[src/rtl/fpu_fmt_convert_pkg.sv]
// Shared constants and types for the float-to-float format converter.
package fpu_conv_pkg;

   localparam logic RM_RNE = 1'b0;
   localparam logic RM_RTZ = 1'b1;

   localparam int FLG_INV = 3;
   localparam int FLG_OVF = 2;
   localparam int FLG_UNF = 1;
   localparam int FLG_NX  = 0;

   typedef enum logic [2:0] {ZERO, SUB, NORM, INF, QNAN, SNAN} fp_class_t;

   function automatic int bias(input int ew);
      return (1 << (ew - 1)) - 1;
   endfunction

endpackage

[src/rtl/fpu_fmt_convert_if.sv]
// Operand-side and writeback-side handshake bundle of the format converter.
interface fpu_fmt_convert_if #(
   parameter int SRC_W = 32,
   parameter int DST_W = 64
);
   logic             in_valid;
   logic             in_ready;
   logic [SRC_W-1:0] in_data;
   logic             in_rm;
   logic             out_valid;
   logic             out_ready;
   logic [DST_W-1:0] out_data;
   logic [3:0]       out_flags;

   modport master (
      output in_valid, in_data, in_rm, out_ready,
      input  in_ready, out_valid, out_data, out_flags
   );

   modport slave (
      input  in_valid, in_data, in_rm, out_ready,
      output in_ready, out_valid, out_data, out_flags
   );
endinterface

[src/rtl/fpu_conv_round.sv]
// Round-to-nearest-even / truncate of a kept fraction given its guard and sticky bits.
module fpu_conv_round
   import fpu_conv_pkg::*;
#(
   parameter int FW = 23
) (
   input  logic [FW-1:0] frac,
   input  logic          guard,
   input  logic          sticky,
   input  logic          rm,
   output logic [FW-1:0] frac_rnd,
   output logic          carry,
   output logic          inexact
);

   logic inc;

   assign inc                = (rm == RM_RNE) && guard && (sticky || frac[0]);
   assign {carry, frac_rnd}  = {1'b0, frac} + (FW + 1)'(inc);
   assign inexact            = guard | sticky;

endmodule

[src/rtl/fpu_fmt_convert.sv]
// Two-stage float format converter: stage 1 unpacks/rebiases, stage 2 rounds/packs into the output register.
module fpu_fmt_convert
   import fpu_conv_pkg::*;
#(
   parameter int SRC_EW = 8,
   parameter int SRC_FW = 23,
   parameter int DST_EW = 11,
   parameter int DST_FW = 52
) (
   input logic             clk,
   input logic             reset_n,
   fpu_fmt_convert_if.slave bus
);

   localparam int EW_I = ((SRC_EW > DST_EW) ? SRC_EW : DST_EW) + 2;
   localparam int DW   = 1 + DST_EW + DST_FW;
   localparam bit WIDEN  = (DST_EW >= SRC_EW) && (DST_FW >= SRC_FW);
   localparam bit NARROW = (DST_EW <= SRC_EW) && (DST_FW <= SRC_FW);

   localparam logic signed [EW_I-1:0] REBIAS    = EW_I'(bias(DST_EW) - bias(SRC_EW));
   localparam logic signed [EW_I-1:0] EXP_MAX   = EW_I'((1 << DST_EW) - 1);
   localparam logic signed [EW_I-1:0] EXP_ZERO  = '0;
   localparam logic [DST_FW-1:0]      QBIT      = {1'b1, {(DST_FW-1){1'b0}}};

   generate
      if (!(WIDEN || NARROW)) begin : g_bad_cfg
         $error("fpu_fmt_convert: exponent and fraction must both widen or both narrow");
      end
   endgenerate

   logic s1_adv, s2_adv, accept, rdy_q;
   logic s1_valid, s2_valid;

   logic              in_sign;
   logic [SRC_EW-1:0] in_exp;
   logic [SRC_FW-1:0] in_frac;
   fp_class_t         in_cls;
   logic signed [EW_I-1:0] in_ereb;
   logic [DST_FW-1:0] in_kept;
   logic              in_guard, in_sticky;

   logic              s1_sign, s1_guard, s1_sticky, s1_rm;
   fp_class_t         s1_cls;
   logic signed [EW_I-1:0] s1_exp;
   logic [DST_FW-1:0] s1_frac;

   logic [DST_FW-1:0] rnd_frac;
   logic              rnd_carry, rnd_nx, rne_carry;
   logic signed [EW_I-1:0] exp_ovf;
   logic [DST_EW-1:0] exp_pack;
   logic [DW-1:0]     res_data, out_data_q;
   logic [3:0]        res_flags, out_flags_q;

   assign s2_adv       = !s2_valid || bus.out_ready;
   assign s1_adv       = !s1_valid || s2_adv;
   assign bus.in_ready = rdy_q && s1_adv;
   assign accept       = bus.in_valid && bus.in_ready;

   assign bus.out_valid = s2_valid;
   assign bus.out_data  = out_data_q;
   assign bus.out_flags = out_flags_q;

   assign {in_sign, in_exp, in_frac} = bus.in_data;
   assign in_ereb = $signed(EW_I'(in_exp)) + REBIAS;

   always_comb begin
      if (in_exp == '0)
         in_cls = (in_frac == '0) ? ZERO : SUB;
      else if (&in_exp)
         in_cls = (in_frac == '0) ? INF : (in_frac[SRC_FW-1] ? QNAN : SNAN);
      else
         in_cls = NORM;
   end

   generate
      if (WIDEN) begin : g_widen
         assign in_kept   = DST_FW'(in_frac) << (DST_FW - SRC_FW);
         assign in_guard  = 1'b0;
         assign in_sticky = 1'b0;
      end else begin : g_narrow
         // Two zero pads keep guard/sticky slices legal when one or no bits are dropped.
         logic [SRC_FW+1:0] frac_ext;
         assign frac_ext  = {in_frac, 2'b00};
         assign in_kept   = frac_ext[SRC_FW+1 -: DST_FW];
         assign in_guard  = frac_ext[SRC_FW+1-DST_FW];
         assign in_sticky = |frac_ext[SRC_FW-DST_FW:0];
      end
   endgenerate

   always_ff @(posedge clk or negedge reset_n) begin
      if (!reset_n) begin
         rdy_q     <= 1'b0;
         s1_valid  <= 1'b0;
         s1_sign   <= 1'b0;
         s1_cls    <= ZERO;
         s1_exp    <= '0;
         s1_frac   <= '0;
         s1_guard  <= 1'b0;
         s1_sticky <= 1'b0;
         s1_rm     <= RM_RNE;
      end else begin
         rdy_q <= 1'b1;
         if (s1_adv) begin
            s1_valid <= accept;
            if (accept) begin
               s1_sign   <= in_sign;
               s1_cls    <= in_cls;
               s1_exp    <= in_ereb;
               s1_frac   <= in_kept;
               s1_guard  <= in_guard;
               s1_sticky <= in_sticky;
               s1_rm     <= bus.in_rm;
            end
         end
      end
   end

   fpu_conv_round #(.FW(DST_FW)) u_round (
      .frac     (s1_frac),
      .guard    (s1_guard),
      .sticky   (s1_sticky),
      .rm       (s1_rm),
      .frac_rnd (rnd_frac),
      .carry    (rnd_carry),
      .inexact  (rnd_nx)
   );

   // Overflow is judged on the nearest-rounded magnitude, so RTZ still flags values past max finite.
   assign rne_carry = s1_guard && (s1_sticky || s1_frac[0]) && (&s1_frac);
   assign exp_ovf   = s1_exp + $signed(EW_I'(rne_carry));
   assign exp_pack  = s1_exp[DST_EW-1:0] + DST_EW'(rnd_carry);

   always_comb begin
      res_data  = '0;
      res_flags = '0;
      case (s1_cls)
         ZERO, SUB: res_data = {s1_sign, {(DW-1){1'b0}}};
         INF:       res_data = {s1_sign, {DST_EW{1'b1}}, {DST_FW{1'b0}}};
         QNAN, SNAN: begin
            res_data           = {s1_sign, {DST_EW{1'b1}}, s1_frac | QBIT};
            res_flags[FLG_INV] = (s1_cls == SNAN);
         end
         default: begin
            if (s1_exp <= EXP_ZERO) begin
               res_data           = {s1_sign, {(DW-1){1'b0}}};
               res_flags[FLG_UNF] = 1'b1;
               res_flags[FLG_NX]  = 1'b1;
            end else if (exp_ovf >= EXP_MAX) begin
               res_flags[FLG_OVF] = 1'b1;
               res_flags[FLG_NX]  = 1'b1;
               if (s1_rm == RM_RTZ)
                  res_data = {s1_sign, {(DST_EW-1){1'b1}}, 1'b0, {DST_FW{1'b1}}};
               else
                  res_data = {s1_sign, {DST_EW{1'b1}}, {DST_FW{1'b0}}};
            end else begin
               res_data          = {s1_sign, exp_pack, rnd_frac};
               res_flags[FLG_NX] = rnd_nx;
            end
         end
      endcase
   end

   always_ff @(posedge clk or negedge reset_n) begin
      if (!reset_n) begin
         s2_valid    <= 1'b0;
         out_data_q  <= '0;
         out_flags_q <= '0;
      end else if (s2_adv) begin
         s2_valid <= s1_valid;
         if (s1_valid) begin
            out_data_q  <= res_data;
            out_flags_q <= res_flags;
         end
      end
   end

endmodule

[src/flat_wrapper.sv]
// flat-port wrapper written by rule: the top's interface ports become plain ports
module fpu_fmt_convert_flat import fpu_conv_pkg::*;
#(
   parameter int SRC_EW = 8,
   parameter int SRC_FW = 23,
   parameter int DST_EW = 11,
   parameter int DST_FW = 52
)
  (clk, reset_n, bus_in_valid, bus_in_data, bus_in_rm, bus_out_ready, bus_in_ready, bus_out_valid, bus_out_data, bus_out_flags);
  fpu_fmt_convert_if #(.SRC_W(32), .DST_W(64)) bus_i ();
  input logic clk;
  input logic reset_n;
  input wire logic [$bits(bus_i.in_valid)-1:0] bus_in_valid;
  input wire logic [$bits(bus_i.in_data)-1:0] bus_in_data;
  input wire logic [$bits(bus_i.in_rm)-1:0] bus_in_rm;
  input wire logic [$bits(bus_i.out_ready)-1:0] bus_out_ready;
  output wire logic [$bits(bus_i.in_ready)-1:0] bus_in_ready;
  output wire logic [$bits(bus_i.out_valid)-1:0] bus_out_valid;
  output wire logic [$bits(bus_i.out_data)-1:0] bus_out_data;
  output wire logic [$bits(bus_i.out_flags)-1:0] bus_out_flags;
  assign bus_i.in_valid = bus_in_valid;
  assign bus_i.in_data = bus_in_data;
  assign bus_i.in_rm = bus_in_rm;
  assign bus_i.out_ready = bus_out_ready;
  assign bus_in_ready = bus_i.in_ready;
  assign bus_out_valid = bus_i.out_valid;
  assign bus_out_data = bus_i.out_data;
  assign bus_out_flags = bus_i.out_flags;
  fpu_fmt_convert #(.SRC_EW(SRC_EW), .SRC_FW(SRC_FW), .DST_EW(DST_EW), .DST_FW(DST_FW)) u_core (.clk(clk), .reset_n(reset_n), .bus(bus_i));
endmodule
[config.mk]
export PLATFORM = sky130hd
export DESIGN_NAME = fpu_fmt_convert_flat
export DESIGN_NICKNAME = d
export VERILOG_FILES = /design/src/rtl/fpu_fmt_convert_pkg.sv /design/src/rtl/fpu_fmt_convert_if.sv /design/src/rtl/fpu_conv_round.sv /design/src/rtl/fpu_fmt_convert.sv /design/src/flat_wrapper.sv
export SDC_FILE = /design/constraint.sdc
export NUM_CORES = 1
export LEC_CHECK = 0
export BUFFER_PORTS_ARGS = -buffer_cell sky130_fd_sc_hd__clkbuf_2
export CORE_MARGIN = 2
export CORE_UTILIZATION = 40
export DETAILED_ROUTE_END_ITERATION = 12
export PLACE_DENSITY = 0.61
export SETUP_SLACK_MARGIN = 0.05
export SLEW_MARGIN = 15
export SYNTH_ARGS = -nofsm -noshare
export SYNTH_HDL_FRONTEND = slang
export SYNTH_SLANG_ARGS = --single-unit
[constraint.sdc]
create_clock -name clk -period 1.65 [get_ports clk]
set_clock_uncertainty 0.1 [all_clocks]
set_input_delay 0.0825 -clock clk [delete_from_list [all_inputs] [get_ports clk]]
set_output_delay 0.0825 -clock clk [all_outputs]
set_load 0.005 [all_outputs]
== Word-level counts from Yosys, hierarchy flattened ==
Cells that the tools add are included.
Word-level totals
  bits of input ports: 37
  register bits after elaboration: 112
  word-level logic and storage cells: 47
Cells by class
  eq/ne operators: 4
  muxes and demuxes: 15
  $lt $le $gt $ge: 2
  reductions and logical operators: 15
  add/subtract/negate cells: 1
Operators by type and width (count)
  63-bit case mux with 3 select lines: 1
  63-bit two-way mux: 2
  53-bit two-way mux: 1
  23-bit zero test: 1
  13-bit by 12-bit >= comparator with 1-bit output, second input constant: 1
  13-bit by 1-bit less-or-equal comparator with 1-bit output, second input constant: 1
  3-bit two-way mux: 4
  8-bit by 10-bit adder with 11-bit output, second input constant: 1
  8-bit zero test: 1
  8-bit AND reduction: 1
  1-bit two-way mux: 7
  3-bit equality test, second input constant: 2
  5-bit OR reduction: 1
  2-bit AND reduction: 2
  2-bit OR reduction: 2
  3-bit by 1-bit equality test with 1-bit output, second input constant: 1
  3-bit by 2-bit equality test with 1-bit output, second input constant: 1
  3-bit zero test: 1
  1-bit logical AND: 2
  1-bit zero test: 2
  1-bit logical OR: 2

== Logic depth before layout (Yosys ltp) ==
Gate-level depths: netlist of the first run.
  word-level depth: 6
  gate-level depth with buffers: 6
  depth with buffers taken out: 4

== Cells and area by module ==
Synthesis of the first run repeated with hierarchy kept, for this count alone.
Second synthesis, totals
  cells, all modules: 663
  area total of the unflattened synthesis: 6115.9 sq um
Modules (own cells, without submodules)
  fpu_fmt_convert: area each 4845.9 sq um, cells each 477, instances 1, sequential area each 2702.6 sq um
  fpu_conv_round: area each 1270.0 sq um, cells each 186, instances 1, sequential area each 0.0 sq um

== Worst setup path after synthesis of the first run ==
OpenSTA, ideal clock, no wires.
  kind: register to register
  start: register u_core.s1_exp[3]
  end: register u_core.out_data_q[29], in the netlist u_core.bus.out_data[29]
  clock period less this slack: 1.477 ns
  path buffers: 1
  stages on the path, launching flop included: 6
  setup slack: 0.173 ns
  data arrival time: 1.248 ns
  library setup time: 0.129 ns
  cells stage by stage: dfrtp_1 -> nor4_2 -> nand3_2 -> buf_6 -> nand4_1 -> a31oi_2
On the way
  cells in the longest elaborated chain, start to end: 4
  elaborated cells between the ends (all ways): 5
RTL lines
  start: declaration: line fpu_fmt_convert.sv:44  | logic signed [EW_I-1:0] s1_exp;
  start signal: assignment: line fpu_fmt_convert.sv:108  | s1_exp <= in_ereb;
  13-bit by 12-bit >= comparator with 1-bit output: line fpu_fmt_convert.sv:148  | end else if (exp_ovf >= EXP_MAX) begin
  63-bit two-way mux: line fpu_fmt_convert.sv:148
  63-bit two-way mux *: line fpu_fmt_convert.sv:144  | if (s1_exp <= EXP_ZERO) begin
  63-bit case mux with 3 select lines *: line fpu_fmt_convert.sv:136  | case (s1_cls)
  end signal: assignment: line fpu_fmt_convert.sv:171  | out_data_q <= res_data;
  end: declaration: line fpu_fmt_convert.sv:51  | logic [DW-1:0] res_data, out_data_q;
Every way passes the cells marked *; elsewhere a longest branch is shown, timed or not.
A chain may end at the register's enable or synchronous reset.

== Worst setup path after layout of the first run ==
  start: input bus_in_data[25]
  end: register u_core.s1_cls[1]
On the way
  cells in the longest elaborated chain, start to end: 3
  elaborated cells between the ends (all ways): 4
RTL lines
  start: declaration: line flat_wrapper.sv:14  | input wire logic [$bits(bus_i.in_data)-1:0] bus_in_data;
  8-bit AND reduction: line fpu_fmt_convert.sv:69  | else if (&in_exp)
  3-bit two-way mux: line fpu_fmt_convert.sv:69
  3-bit two-way mux *: line fpu_fmt_convert.sv:67  | if (in_exp == '0)
  end signal: assignment: line fpu_fmt_convert.sv:107  | s1_cls <= in_cls;
  end: declaration: line fpu_fmt_convert.sv:43  | fp_class_t s1_cls;
Marked as above.

==> flow_metrics.tcl, run 1 <==
set metrics [dict create \
    dp.final_hpwl_um 6260 \
    ys_types 41 \
    final_net_count 508 \
    critPathMaxFanout 3 \
    gp_congestion 0.762 \
    timing_worst_setup_path_type "in2reg" \
    wire_length_of_the_first_global_routing_pass_um 14700 \
    num_vias 3075 \
    clock_tree.buffer_depth 2 \
    starting_density_of_the_core_pct 41.4 \
    async_reset_ff_share_pct 100 \
    drt-vias-per-instance 5.08 \
    synth-seq-cells 78 \
    critical_path_required_ps 1790 \
    grt_setup_unrepaired "yes" \
    critPathLaunchType "primary input" \
    post_cts.repair.setup_buffers 0 \
    drive_gt1_share_pct 42.4 \
    yosysSeqAreaShare_pct 50.8 \
    layout_commonest_cell "clkbuf_2" \
    synth-edff-count 0 \
    drt_first_pass_iters 4 \
    synth-warning-count 0 \
    syn_nets 393 \
    boundaryPins 107 \
    final_max_slew_viol_count 0 \
    p_leak_uw 0.00225 \
    endpoint_kind "flip-flop" \
    commonest_non_fill_non_tap_cells_in_the_layout "105 x clkbuf_2, 78 x dfrtp_1, 52 x nand2_1" \
    detail-route-antenna-nets 0 \
    grt_start_max_net_pins 38 \
    routed_wl_um 9460 \
    ctsRootBufferMaster "clkbuf_8" \
    post_synth.cell_area_avg_um2 10.8 \
    antenna_found_initial 0 \
    placement_rows 35 \
    run_status "completed" \
    cap_violations 0 \
    period_minus_slack_ps 1580 \
    cts_inserted_buffers 9 \
    pwr_density_cell_nw_per_um2 1080 \
    h-tree-depth 3 \
    finalHoldViolations 0 \
    floorplan.die.width_um 102 \
    clock.fmax_ghz 0.631 \
    most_instantiated_flip_flop_cell_in_the_synthesis_netlist "dfrtp_1" \
    globalRoute.totalOverflow 0 \
    totalNegativeSetupSlack_ps 0 \
    vertical_die_dimension_um 102 \
    cts.sink_count 78 \
    detail_route.wl_per_cell_um 15.6 \
    hold_path_class "in2async" \
    final.period_utilization_pct 96.0 \
    critical_path_at_ps 1720 \
    area_delta_synth_final_pct 30.5 \
    clk_pin_slew_ps 80 \
    syn_area_um2 3840 \
    drt-initial-drc-count 138 \
    clk_latency_ps 350 \
    fp.coreArea_um2 9280 \
    worst_ir_drop_vdd_mv 0.467 \
    multi_input_area_um2 1540 \
    post_synth_inst_count 356 \
    fp.dieArea_um2 10400 \
    grt_pass1_vias 2964 \
    clock_tree_from_tritoncts "yes" \
    finalPower_uw 5440 \
    place.port_buffers 106 \
    nFillCells 839 \
    n_antenna_cell 0 \
    drt_drc_violations_left 0 \
    setup.reg_to_reg.worst_slack_ps 110 \
    final-seq-area_um2 1950 \
    final_setup_violating_endpoints 0 \
    overall_global_routing_usage_pct 18.4 \
]
sequential cells by signal, indices dropped and copies added (netlist names):
| register | count |
|---|---|
| u_core.s1_exp | 9 |
| u_core.s1_valid | 1 |
| u_core.bus.out_data | 34 |
| u_core.s1_sign | 1 |
| u_core.rdy_q | 1 |
| u_core.bus.out_flags | 4 |
| u_core.s1_frac | 23 |
| u_core.bus.out_valid | 1 |
| u_core.s1_cls | 3 |
| u_core.s1_rm | 1 |
synth_stat cells (all sizes together), types with 2 or more instances:
library cell,instances,share of area [%]
o21ai,22,2.9
or4,2,0.49
nand2b,4,0.72
nand3,4,0.65
nor4,6,1.1
mux2,31,9.5
nand2,52,5.1
and2,3,0.49
and4,2,0.59
nand4,26,4.6
a21oi,3,0.49
mux2i,2,0.52
a31oi,23,6.7
nor2,30,3.0
clkbuf,5,0.49
nor3,2,0.26
and3,3,0.49
dfrtp,78,51
buf,48,9.3
area by class of cell:
type / count / area share (%)
clock buffer: 10 / 2.74
tap: 129 / 3.22
sequential: 78 / 38.9
multi-input combinational: 225 / 30.7
clock inverter: 6 / 1.87
timing repair buffer: 157 / 22.6
metal layers:
metal,wire [um],global-route usage (%)
met5,0,0
met2,4520,29.9
met1,4350,25.0
met4,109,6.36
met3,478,3.21
through the flow:
stage	instances	utilization, %	hold WS [ps]	area (um^2)	setup slack, ps
after CTS	604	53.6	64.5	4970	80.6
final	605	54.0	68.1	5020	65.6
after detailed placement	553	47.3	-92.2	4390	115
after global placement	553	47.3	-93.8	4390	140
after floorplan	356	-	-313	3840	173
after global routing	605	54.0	97.6	5020	38.4
logic make-up after synthesis:
family / after synthesis / share of synthesized area [%]
mux: 33 / 9.99
flops: 78 / 50.8
simple gates: 138 / 18.2
buf+inv: 53 / 9.79
compound gates: 53 / 11.2
other cells: 1 / 0.0975
worst max-delay path: stages:
cell and delay, ps:
dlygate4sd3_1 550, clkbuf_2 140, or4_4 560, nor2_4 150
nor2_1 50, a22o_1 190
power by group:
part           internal, uW  leakage (uW)  switching (uW)  total (uW)
clock                   904      0.000113             736        1640
sequential             2290      0.000938             275        2560
combinational           651       0.00120             585        1240
path summary, 6_finish.rpt:
check | start | end | depth (start not counted)
setup / recovery | bus_in_data[25] | u_core.s1_cls[1] | 6
hold reg to reg | u_core.bus.out_data[58] | u_core.bus.out_data[58] | 2
hold / removal | reset_n | u_core.s1_exp[6] | 2
min in group clk | bus_in_valid | u_core.s1_valid | 4
max in group asynchronous | reset_n | u_core.s1_frac[46] | 3
setup reg to reg | u_core.s1_exp[3] | u_core.bus.out_flags[0] | 5
what timing repair did:
| item | 4_1_cts | 5_1_grt |
|---|---|---|
| resized for setup | 0 | 5 |
| endpoints found under the setup margin | 0 | 11 |
| hold buffers | 35 | 0 |
| endpoints found under the hold margin | 115 | 0 |
(Power assumes the default switching activity.)
==> run 2: changes to the inputs <==
--- a/config.mk
+++ b/config.mk
@@ -6,10 +6,12 @@
 export NUM_CORES = 1
 export LEC_CHECK = 0
 export BUFFER_PORTS_ARGS = -buffer_cell sky130_fd_sc_hd__clkbuf_2
+export CELL_PAD_IN_SITES_DETAIL_PLACEMENT = 0
+export CELL_PAD_IN_SITES_GLOBAL_PLACEMENT = 2
 export CORE_MARGIN = 2
-export CORE_UTILIZATION = 40
+export CORE_UTILIZATION = 32
 export DETAILED_ROUTE_END_ITERATION = 12
-export PLACE_DENSITY = 0.61
+export PLACE_DENSITY = 0.76
 export SETUP_SLACK_MARGIN = 0.05
 export SLEW_MARGIN = 15
 export SYNTH_ARGS = -nofsm -noshare
==> flow_metrics.tcl, run 2 (synthesis results as in run 1) <==
set metrics [dict create \
    power_frac_seq_pct 42.1 \
    regToRegEndpoint "u_core.bus.out_data[40]" \
    detail-route-antenna-nets 0 \
    critical_path.cell_chain "and3_1 > and4_4 > a21oi_4 > clkbuf_16 > a31oi_2" \
    clk_pin_slew_ps 60 \
    totalNegativeSetupSlack_ps 0 \
    fin_worst_hold_slack_ps 73.3 \
    critPathMaxStageDelay_ps 400 \
    fp.dieArea_um2 12900 \
    globalRoute.totalOverflow 0 \
    cp_top_family "simple AND/OR/NAND/NOR gates" \
    area_delta_synth_final_pct 33.9 \
    routed_wl_um 9440 \
    vertical_die_dimension_um 114 \
    final.period_utilization_pct 94.8 \
    post_cts.repair.setup_buffers 0 \
    drt-vias-per-instance 4.82 \
    critical_path.startpoint "u_core.s1_exp[2]" \
    starting_density_of_the_core_pct 32.4 \
    antenna_found_initial 0 \
    timing.critical_path.depth 5 \
    final-seq-area_um2 1950 \
    commonest_non_fill_non_tap_cells_in_the_layout "103 x clkbuf_2, 78 x dfrtp_1, 52 x nand2_1" \
    run_status "completed" \
    netSwitchingPower_uw 1660 \
    critPathSlowestCell "dfrtp_1" \
    drive_gt1_share_pct 42.3 \
    clock_tree.buffer_depth 2 \
    dp.final_hpwl_um 6420 \
    grt_pass1_vias 2925 \
    critPathCapture "u_core.bus.out_data[40]" \
    grt_start_max_net_pins 36 \
    fp.coreArea_um2 11900 \
    cap_violations 0 \
    h-tree-depth 3 \
    critPathMaxFanout 11 \
    wire_length_of_the_first_global_routing_pass_um 14900 \
    endpoint_kind "flip-flop" \
    hold_path_startpoint "bus_in_valid" \
    timing.reg2reg.worst_path_depth 5 \
    final_net_count 507 \
    nFillCells 1117 \
    power_report.internal_total_uw 4430 \
    setup.reg_to_reg.worst_slack_ps 90 \
    critPathLaunchType "flip-flop" \
    critical_path_required_ps 1770 \
    grt_setup_unrepaired "yes" \
    finalHoldViolations 0 \
    hold_path_class "in2reg" \
    critical_path_at_ps 1690 \
    drt_drc_violations_left 0 \
    largest_register_ffs 34 \
    worst_path_bufs_invs 1 \
    timing_worst_setup_path_type "reg2reg" \
    cts.sink_count 78 \
    final_setup_violating_endpoints 0 \
    layout_commonest_cell "clkbuf_2" \
    n_antenna_cell 0 \
    power.clock.fraction_pct 37.7 \
    power_frac_comb_pct 20.2 \
    regToRegStartpoint "u_core.s1_exp[2]" \
    period_minus_slack_ps 1560 \
    worst_ir_drop_vdd_mv 0.437 \
    switching_share_pct 27.3 \
    boundaryPins 107 \
    place.port_buffers 106 \
    pwr_density_cell_nw_per_um2 1180 \
    drt_first_pass_iters 4 \
    p_leak_uw 0.00230 \
    cts_inserted_buffers 9 \
    detail_route.wl_per_cell_um 15.2 \
    overall_global_routing_usage_pct 15.1 \
    num_vias 2996 \
    clock.fmax_ghz 0.639 \
    drt-initial-drc-count 128 \
    clock_tree_from_tritoncts "yes" \
    floorplan.die.width_um 114 \
    final_max_slew_viol_count 0 \
    placement_rows 40 \
    multi_input_area_um2 1550 \
    clk_latency_ps 340 \
    ctsRootBufferMaster "clkbuf_16" \
    gp_congestion 0.767 \
]
[run 2: cell count changes in the layout (fill, tap and decap cells not counted)]
cell / change
a21oi_2: -1
a21oi_4: +1
buf_12: -1
buf_4: +1
buf_6: +1
bufinv_16: +1
clkbuf_16: +9
clkbuf_2: -2
clkbuf_8: -10
clkinv_2: +1
clkinv_4: -2
inv_6: +1
[run 2: cell type report]
class | instances | area share [%]
sequential | 78 | 37.9
multi-input combinational | 225 | 30.0
timing repair buffer | 156 | 21.8
tap | 147 | 3.57
clock inverter | 7 | 2.33
clock buffer | 9 | 4.37
[run 2: worst min-delay path by stage]
stage / cells past startpoint / slack, ps / end
floorplan: 0 / -310 / u_core.bus.out_data[28]
global placement: 1 / -100 / u_core.bus.out_data[41]
detailed placement: 1 / -100 / u_core.bus.out_data[41]
CTS: 2 / 70 / u_core.bus.out_data[41]
global route: 4 / 100 / u_core.s1_valid
finish: 4 / 70 / u_core.s1_valid
[run 2: repair_timing]
action                                 in CTS  in global routing
setup endpoints to repair                   0                 42
hold buffers                               35                  0
resized for setup                           0                  7
endpoints found under the hold margin     115                  0
[run 2: metrics by stage]
step / cell area (um^2) / cells / util, % / setup WS [ps] / total power (uW)
CTS: 5100 / 623 / 43.0 / 61.2 / 6160
finish: 5150 / 622 / 43.4 / 85.8 / 6100
floorplan: 3840 / 356 / - / 173 / 3220
global route: 5150 / 622 / 43.4 / 31.4 / 6410
global placement: 4410 / 572 / 37.2 / 115 / 3740
detailed placement: 4410 / 572 / 37.2 / 81.1 / 3780
[run 2: power by group through the flow]
stage	registers [uW]	clock network, uW	logic [uW]
final	2570	2300	1230
after global routing	2620	2410	1380
after CTS	2580	2350	1240
after detailed placement	2610	0	1170
after global placement	2600	0	1150
after floorplan	2560	0	663
[run 2: worst register-to-register path: cells and delay by family, from the launching register on]
kind	cells	cell delay [ps]
AOI/OAI and AO/OA	2	300
buffers and inverters	1	210
DFF	1	400
and+or+nand+nor	2	450
[run 2: layer usage]
metal  GRT usage (%)  vias up  wire length (um)  share of wire, %
li1                -     1464                 -                 -
met1            19.6     1437              4270                45
met2            24.6       84              4600                49
met3            3.19       11               423               4.5
met4            6.42        0               148               1.6
met5               0        -                 0                 0
